==> src/rtl/regfile_pkg.sv <==
// Shared types, default widths and the init-value helper for the multi-port register file.
package regfile_pkg;

   typedef enum logic {
      INIT = 1'b0,
      RUN  = 1'b1
   } rf_state_e;

   localparam int DEF_DATA_W   = 32;
   localparam int DEF_ADDR_W   = 4;
   localparam int DEF_NUM_REGS = 15;

   // Mode 1 seeds each register with its own index; the caller resizes to DATA_W.
   function automatic logic [63:0] init_value(input int mode, input logic [31:0] idx);
      if (mode == 1) begin
         return {32'd0, idx};
      end
      return 64'd0;
   endfunction

endpackage

==> src/rtl/regfile_scoreboard.sv <==
// Per-register busy bits: set when a producer issues, cleared when its write arrives.
module regfile_scoreboard
   import regfile_pkg::*;
#(
   parameter int NUM_REGS = DEF_NUM_REGS,
   parameter int ADDR_W   = DEF_ADDR_W,
   parameter int NUM_RD   = 2
) (
   input  logic                     clk,
   input  logic                     rst_n,
   input  logic                     i_set_en,
   input  logic [ADDR_W-1:0]        i_set_addr,
   input  logic                     i_clr0_en,
   input  logic [ADDR_W-1:0]        i_clr0_addr,
   input  logic                     i_clr1_en,
   input  logic [ADDR_W-1:0]        i_clr1_addr,
   input  logic [NUM_RD*ADDR_W-1:0] i_rd_addr,
   output logic [NUM_RD-1:0]        o_rd_busy
);

   localparam logic [ADDR_W:0] LIMIT = (ADDR_W + 1)'(NUM_REGS);

   logic [NUM_REGS-1:0] r_busy;
   logic [NUM_REGS-1:0] w_busy_next;

   genvar gi;

   // A set on the same cycle as a clear belongs to a newer producer, so it wins.
   generate
      for (gi = 0; gi < NUM_REGS; gi++) begin : g_bit
         logic w_set_hit;
         logic w_clr_hit;

         assign w_set_hit = i_set_en && (i_set_addr == ADDR_W'(gi));
         assign w_clr_hit = (i_clr0_en && (i_clr0_addr == ADDR_W'(gi))) ||
                            (i_clr1_en && (i_clr1_addr == ADDR_W'(gi)));
         assign w_busy_next[gi] = w_set_hit ? 1'b1 :
                                  w_clr_hit ? 1'b0 : r_busy[gi];
      end
   endgenerate

   always_ff @(posedge clk or negedge rst_n) begin
      if (!rst_n) begin
         r_busy <= '0;
      end else begin
         r_busy <= w_busy_next;
      end
   end

   generate
      for (gi = 0; gi < NUM_RD; gi++) begin : g_lookup
         logic [ADDR_W-1:0] w_addr;

         assign w_addr        = i_rd_addr[gi*ADDR_W +: ADDR_W];
         assign o_rd_busy[gi] = ({1'b0, w_addr} < LIMIT) ? r_busy[w_addr] : 1'b0;
      end
   endgenerate

endmodule

==> src/rtl/reg_file_mp.sv <==
// Multi-port register file: two prioritised write ports, same-cycle bypass,
// busy scoreboard, and a sequential init engine so the array itself needs no reset.
module reg_file_mp
   import regfile_pkg::*;
#(
   parameter int DATA_W    = DEF_DATA_W,
   parameter int NUM_REGS  = DEF_NUM_REGS,
   parameter int ADDR_W    = DEF_ADDR_W,
   parameter int NUM_RD    = 2,
   parameter int INIT_MODE = 1
) (
   input  logic                     clk,
   input  logic                     rst,
   input  logic [NUM_RD*ADDR_W-1:0] rd_addr,
   output logic [NUM_RD*DATA_W-1:0] rd_data,
   output logic [NUM_RD-1:0]        rd_busy,
   input  logic                     wr0_en,
   input  logic [ADDR_W-1:0]        wr0_addr,
   input  logic [DATA_W-1:0]        wr0_data,
   input  logic                     wr1_en,
   input  logic [ADDR_W-1:0]        wr1_addr,
   input  logic [DATA_W-1:0]        wr1_data,
   input  logic                     busy_set_en,
   input  logic [ADDR_W-1:0]        busy_set_addr,
   output logic                     ready
);

   localparam int              CNT_W = ADDR_W + 1;
   localparam logic [CNT_W-1:0] LIMIT = CNT_W'(NUM_REGS);
   localparam logic [CNT_W-1:0] LAST  = CNT_W'(NUM_REGS - 1);

   rf_state_e          r_state;
   logic [CNT_W-1:0]   r_cnt;
   logic               r_ready;
   logic [DATA_W-1:0]  r_mem [NUM_REGS];

   logic               w_wr0_ok;
   logic               w_wr1_ok;
   logic               w_wr0_land;
   logic               w_set_ok;
   logic [DATA_W-1:0]  w_init_val;

   assign w_wr1_ok   = r_ready && wr1_en && ({1'b0, wr1_addr} < LIMIT);
   assign w_wr0_ok   = r_ready && wr0_en && ({1'b0, wr0_addr} < LIMIT);
   assign w_wr0_land = w_wr0_ok && !(w_wr1_ok && (wr1_addr == wr0_addr));
   assign w_set_ok   = r_ready && busy_set_en && ({1'b0, busy_set_addr} < LIMIT);
   assign w_init_val = DATA_W'(init_value(INIT_MODE, 32'(r_cnt)));

   assign ready = r_ready;

   always_ff @(posedge clk or negedge rst) begin
      if (!rst) begin
         r_state <= INIT;
         r_cnt   <= '0;
         r_ready <= 1'b0;
      end else begin
         case (r_state)
            INIT: begin
               r_cnt <= r_cnt + CNT_W'(1);
               if (r_cnt == LAST) begin
                  r_state <= RUN;
                  r_ready <= 1'b1;
               end
            end
            RUN: begin
               r_ready <= 1'b1;
            end
            default: begin
               r_state <= INIT;
               r_ready <= 1'b0;
            end
         endcase
      end
   end

   // Storage carries no reset; the init engine walks every entry instead.
   always_ff @(posedge clk) begin
      if (r_state == INIT) begin
         r_mem[r_cnt[ADDR_W-1:0]] <= w_init_val;
      end else begin
         if (w_wr1_ok) begin
            r_mem[wr1_addr] <= wr1_data;
         end
         if (w_wr0_land) begin
            r_mem[wr0_addr] <= wr0_data;
         end
      end
   end

   genvar gi;

   generate
      for (gi = 0; gi < NUM_RD; gi++) begin : g_rd
         logic [ADDR_W-1:0] w_addr;
         logic              w_in_range;
         logic [DATA_W-1:0] w_val;

         assign w_addr     = rd_addr[gi*ADDR_W +: ADDR_W];
         assign w_in_range = ({1'b0, w_addr} < LIMIT);

         always_comb begin
            w_val = '0;
            if (r_ready && w_in_range) begin
               if (w_wr1_ok && (wr1_addr == w_addr)) begin
                  w_val = wr1_data;
               end else if (w_wr0_ok && (wr0_addr == w_addr)) begin
                  w_val = wr0_data;
               end else begin
                  w_val = r_mem[w_addr];
               end
            end
         end

         assign rd_data[gi*DATA_W +: DATA_W] = w_val;
      end
   endgenerate

   // A dropped wr0 still retires its producer, so both ports feed the clear.
   regfile_scoreboard #(
      .NUM_REGS (NUM_REGS),
      .ADDR_W   (ADDR_W),
      .NUM_RD   (NUM_RD)
   ) u_scoreboard (
      .clk         (clk),
      .rst_n       (rst),
      .i_set_en    (w_set_ok),
      .i_set_addr  (busy_set_addr),
      .i_clr0_en   (w_wr0_ok),
      .i_clr0_addr (wr0_addr),
      .i_clr1_en   (w_wr1_ok),
      .i_clr1_addr (wr1_addr),
      .i_rd_addr   (rd_addr),
      .o_rd_busy   (rd_busy)
   );

endmodule

==> config.mk <==
export PLATFORM = sky130hd
export DESIGN_NAME = reg_file_mp
export DESIGN_NICKNAME = d
export VERILOG_FILES = /design/src/rtl/regfile_pkg.sv /design/src/rtl/regfile_scoreboard.sv /design/src/rtl/reg_file_mp.sv
export SDC_FILE = /design/constraint.sdc
export NUM_CORES = 1
export LEC_CHECK = 0
export CAP_MARGIN = 20
export CORE_ASPECT_RATIO = 1.2
export CORE_MARGIN = 4
export CORE_UTILIZATION = 30
export DETAILED_ROUTE_END_ITERATION = 12
export PLACE_DENSITY_LB_ADDON = 0.15
export SLEW_MARGIN = 15
export SYNTH_ARGS = -nofsm -noshare
export SYNTH_HDL_FRONTEND = slang
export SYNTH_SLANG_ARGS = --single-unit
==> constraint.sdc <==
create_clock -name clk -period 9.9 [get_ports clk]
set_input_delay 2.475 -clock clk [delete_from_list [all_inputs] [get_ports clk]]
set_output_delay 2.475 -clock clk [all_outputs]
set_load 0.01 [all_outputs]
==> impl_metrics.ini <==
[timing]
timing.hold.ws_ns = 0.589
fin_ws_ns = 0.894
setup_viol = 0
grt_setup_unrepaired = no
post-route-min-period_ns = 9.01
max_slew.worst_pin.slew_ns = 1.11
finalHoldViolations = 0
slew_viol_final = 0
skew_ns = 0.0120
setup_tns_ns = 0
fmax_ghz = 0.111
slew_headroom_pct = 24.1
finalCritPeriodShare_pct = 91.0

[die]
die_h_um = 364
initial_core_util_pct = 30.2
fp.dieArea_um2 = 111000
pin_count = 156
core_area_um2 = 105000
rows = 130
die_x_um = 304

[power_and_ir_drop]
total_power_mw = 5.42
leakage_nw = 12.8
vdd_drop_max_mv = 0.129
power.density_nw_per_um2 = 150

[min_path]
holdCritPathClass = flop to flop
hp-start = u_scoreboard.r_busy[6]
holdPathStages = 2
hold_path_end = u_scoreboard.r_busy[6]

[worst_setup_path]
cp_num_buf_inv = 3
regToRegSetupSlack_ns = 5.78
crit_path_frequent_cell = clkdlybuf4s50_1
r2r_end = r_mem[9][16]
worst-path-max-fanout = 23
arrival_ns = 6.53
worstPathCellList = clkdlybuf4s50_1, and4_1, nor4_1, nand3_2, buf_4, and3_1, o31ai_1, clkdlybuf4s50_1
cp.required_ns = 7.43
crit_slowest_cell = nand3_2
critPathLaunchType = input port
worstSetupEndpointType = output pin
path_class = input port to output pin
timing.rr.start = ready
rr_worst_depth = 6
startpoint = wr0_addr[1]
path_delay_family = simple AND/OR/NAND/NOR gates
critPathMaxStageDelay_ns = 0.80

[finish]
layout.nets = 2586
syn2layout_area_growth_pct = 14.4
utilization_pct = 34.5
antenna_cells = 0
drive_above_1_share_pct = 29.9
n_fill_cell = 10300

[drt]
num_vias = 23500
viasPerCell = 6.00
wirelength_um = 136000
ant_nets = 0
drc = 0
post_drt_wl_per_cell_um = 34.6
initialDrtViolationCount = 2725
firstDrtPassIters = 6

[run]
cap_viol_max_count = 0

[synth]
synth_edf_count = 480
async_reset_ff_share_pct = 4.38
yosysUniqueCellTypes = 59
syn-instance-count = 2487
syn_area_um2 = 31600
yosysWarnings = 0
postSynthAreaPerCell_um2 = 12.7
synth_seq_cells = 502
synth_nets = 2578
ys_seq_area_share_pct = 47.3
synth_ff_type = edfxtp_1

[placement]
dp_slack_ns = 1.01
dp_hpwl_um = 75600
gp_routability_congestion = 0.811
portBuffers = 155

[clock_tree]
clock_latency_ns = 0.63
cts_resized = 0
cts-root-buf = clkbuf_16
cts_sinks = 502
tritoncts = built
htreeDepth = 2
cts.clk_slew.worst_paths_ns = 0.06
cts_hold_buf = 0
post-cts-setup-buffers = 0
cts.path.max_buffers = 3
cts_buffers = 55

[grt]
grt_pass1_wl_um = 187000
grt_max_degree = 77
antenna_found_initial = 4
grt.total_usage_pct = 23.6
gr-total-overflow = 0
first_global_vias = 23500

[outcome]
status = finished, final reports clean
## registers in the layout, summed over array words and instances (netlist names)
register / flops
u_scoreboard.r_busy: 15
r_state: 1
ready: 1
r_mem: 480
r_cnt: 5
## cell type report
type / count / area, µm² / area share, %
Multi-Input combinational cell: 1707 / 15600 / 43.1
Sequential cell: 502 / 15000 / 41.4
Timing Repair Buffer: 223 / 2080 / 5.74
Tap cell: 1386 / 1730 / 4.79
Clock buffer: 68 / 1470 / 4.06
Clock inverter: 30 / 338 / 0.934
Inverter: 6 / 22.5 / 0.0622
## per-layer routing
metal / global-route usage, % / wire length, µm / vias to the layer above
li1: - / - / 9689
met2: 38.8 / 63700 / 1245
met4: 7.50 / 4610 / 0
met5: 0 / 0 / -
met3: 4.13 / 11000 / 232
met1: 32.0 / 56300 / 12400
## where the power goes
part / switching, mW / internal [mW] / total (mW)
Sequential: 0.0178 / 2.38 / 2.39
Clock: 0.912 / 1.25 / 2.16
Combinational: 0.515 / 0.353 / 0.868
Total: 1.44 / 3.98 / 5.42
## through the flow
stage                     std cells  cell area [µm²]
after floorplan                2487            31600
after global placement         3822            34400
after detailed placement       3823            34400
after CTS                      3921            36200
after global routing           3922            36200
final                          3922            36200
## cell families (layout without fill, tap and decap cells)
logic type                 count (synthesis)  in the layout  synth area share (%)
DFF                                      502            502                  47.3
and+or+nand+nor                          515            515                  7.70
buffers and inverters                    278            327                  4.27
adders and majority gates                  2              2                0.0791
muxes                                    702            702                  30.7
xor gates and xnor gates                  23             23                 0.637
AOI/OAI and AO/OA                        465            465                  9.30
## cell usage after synthesis, types with 12 or more instances
cell	n	area, µm²
a22oi_1	25	188
mux2_1	27	304
buf_6	13	146
nor2_1	120	450
o211ai_1	28	210
mux2_2	382	4300
and3_1	26	163
and2_1	29	181
o31ai_1	42	315
buf_2	78	390
edfxtp_1	480	14400
mux2i_1	119	1190
o21ai_0	136	681
nand2b_1	56	350
o221ai_1	21	184
a21oi_1	94	470
o211a_1	18	180
or2_2	12	75.1
dfrtp_1	22	551
buf_4	21	158
mux4_2	174	3920
buf_1	16	60.1
o22a_1	16	140
nand3_1	19	95.1
xor2_1	12	105
o22ai_1	49	307
a31oi_1	23	144
clkbuf_1	141	529
nand2_1	202	758
## worst max path at each step
stage | end | depth (start not counted)
6_report | rd_data[23] | 8
5_1_grt | rd_data[1] | 8
4_1_cts | rd_data[23] | 8
3_5_place_dp | rd_data[1] | 8
3_3_place_gp | rd_data[30] | 8
2_1_floorplan | rd_data[14] | 8
## tightest hold or removal path: cells and delay by family, from the launching register on
family	cells	cell delay [ns]
DFF	1	0.39
AOI/OAI and AO/OA	2	0.15
## placed cells by master, fill, tap and decap left out, types with 12 or more instances in the layout
cell             synthesis  final
edfxtp_1               480    480
mux2_2                 382    382
nand2_1                202    201
mux4_2                 174    174
clkdlybuf4s50_1          0    146
o21ai_0                136    135
mux2i_1                119    119
nor2_1                 120    118
a21oi_1                 94     94
buf_4                   21     67
clkbuf_16                0     57
nand2b_1                56     54
o22ai_1                 49     49
o31ai_1                 42     42
and2_1                  29     29
o211ai_1                28     28
mux2_1                  27     27
and3_1                  26     26
a22oi_1                 25     25
a31oi_1                 23     23
dfrtp_1                 22     22
o211a_1                 18     18
o22a_1                  16     16
o221ai_1                21     15
nand3_1                 19     14
xor2_1                  12     12
or2_2                   12     12
clkinv_2                 0     12
Note: power is estimated with default switching activity, not from simulation.
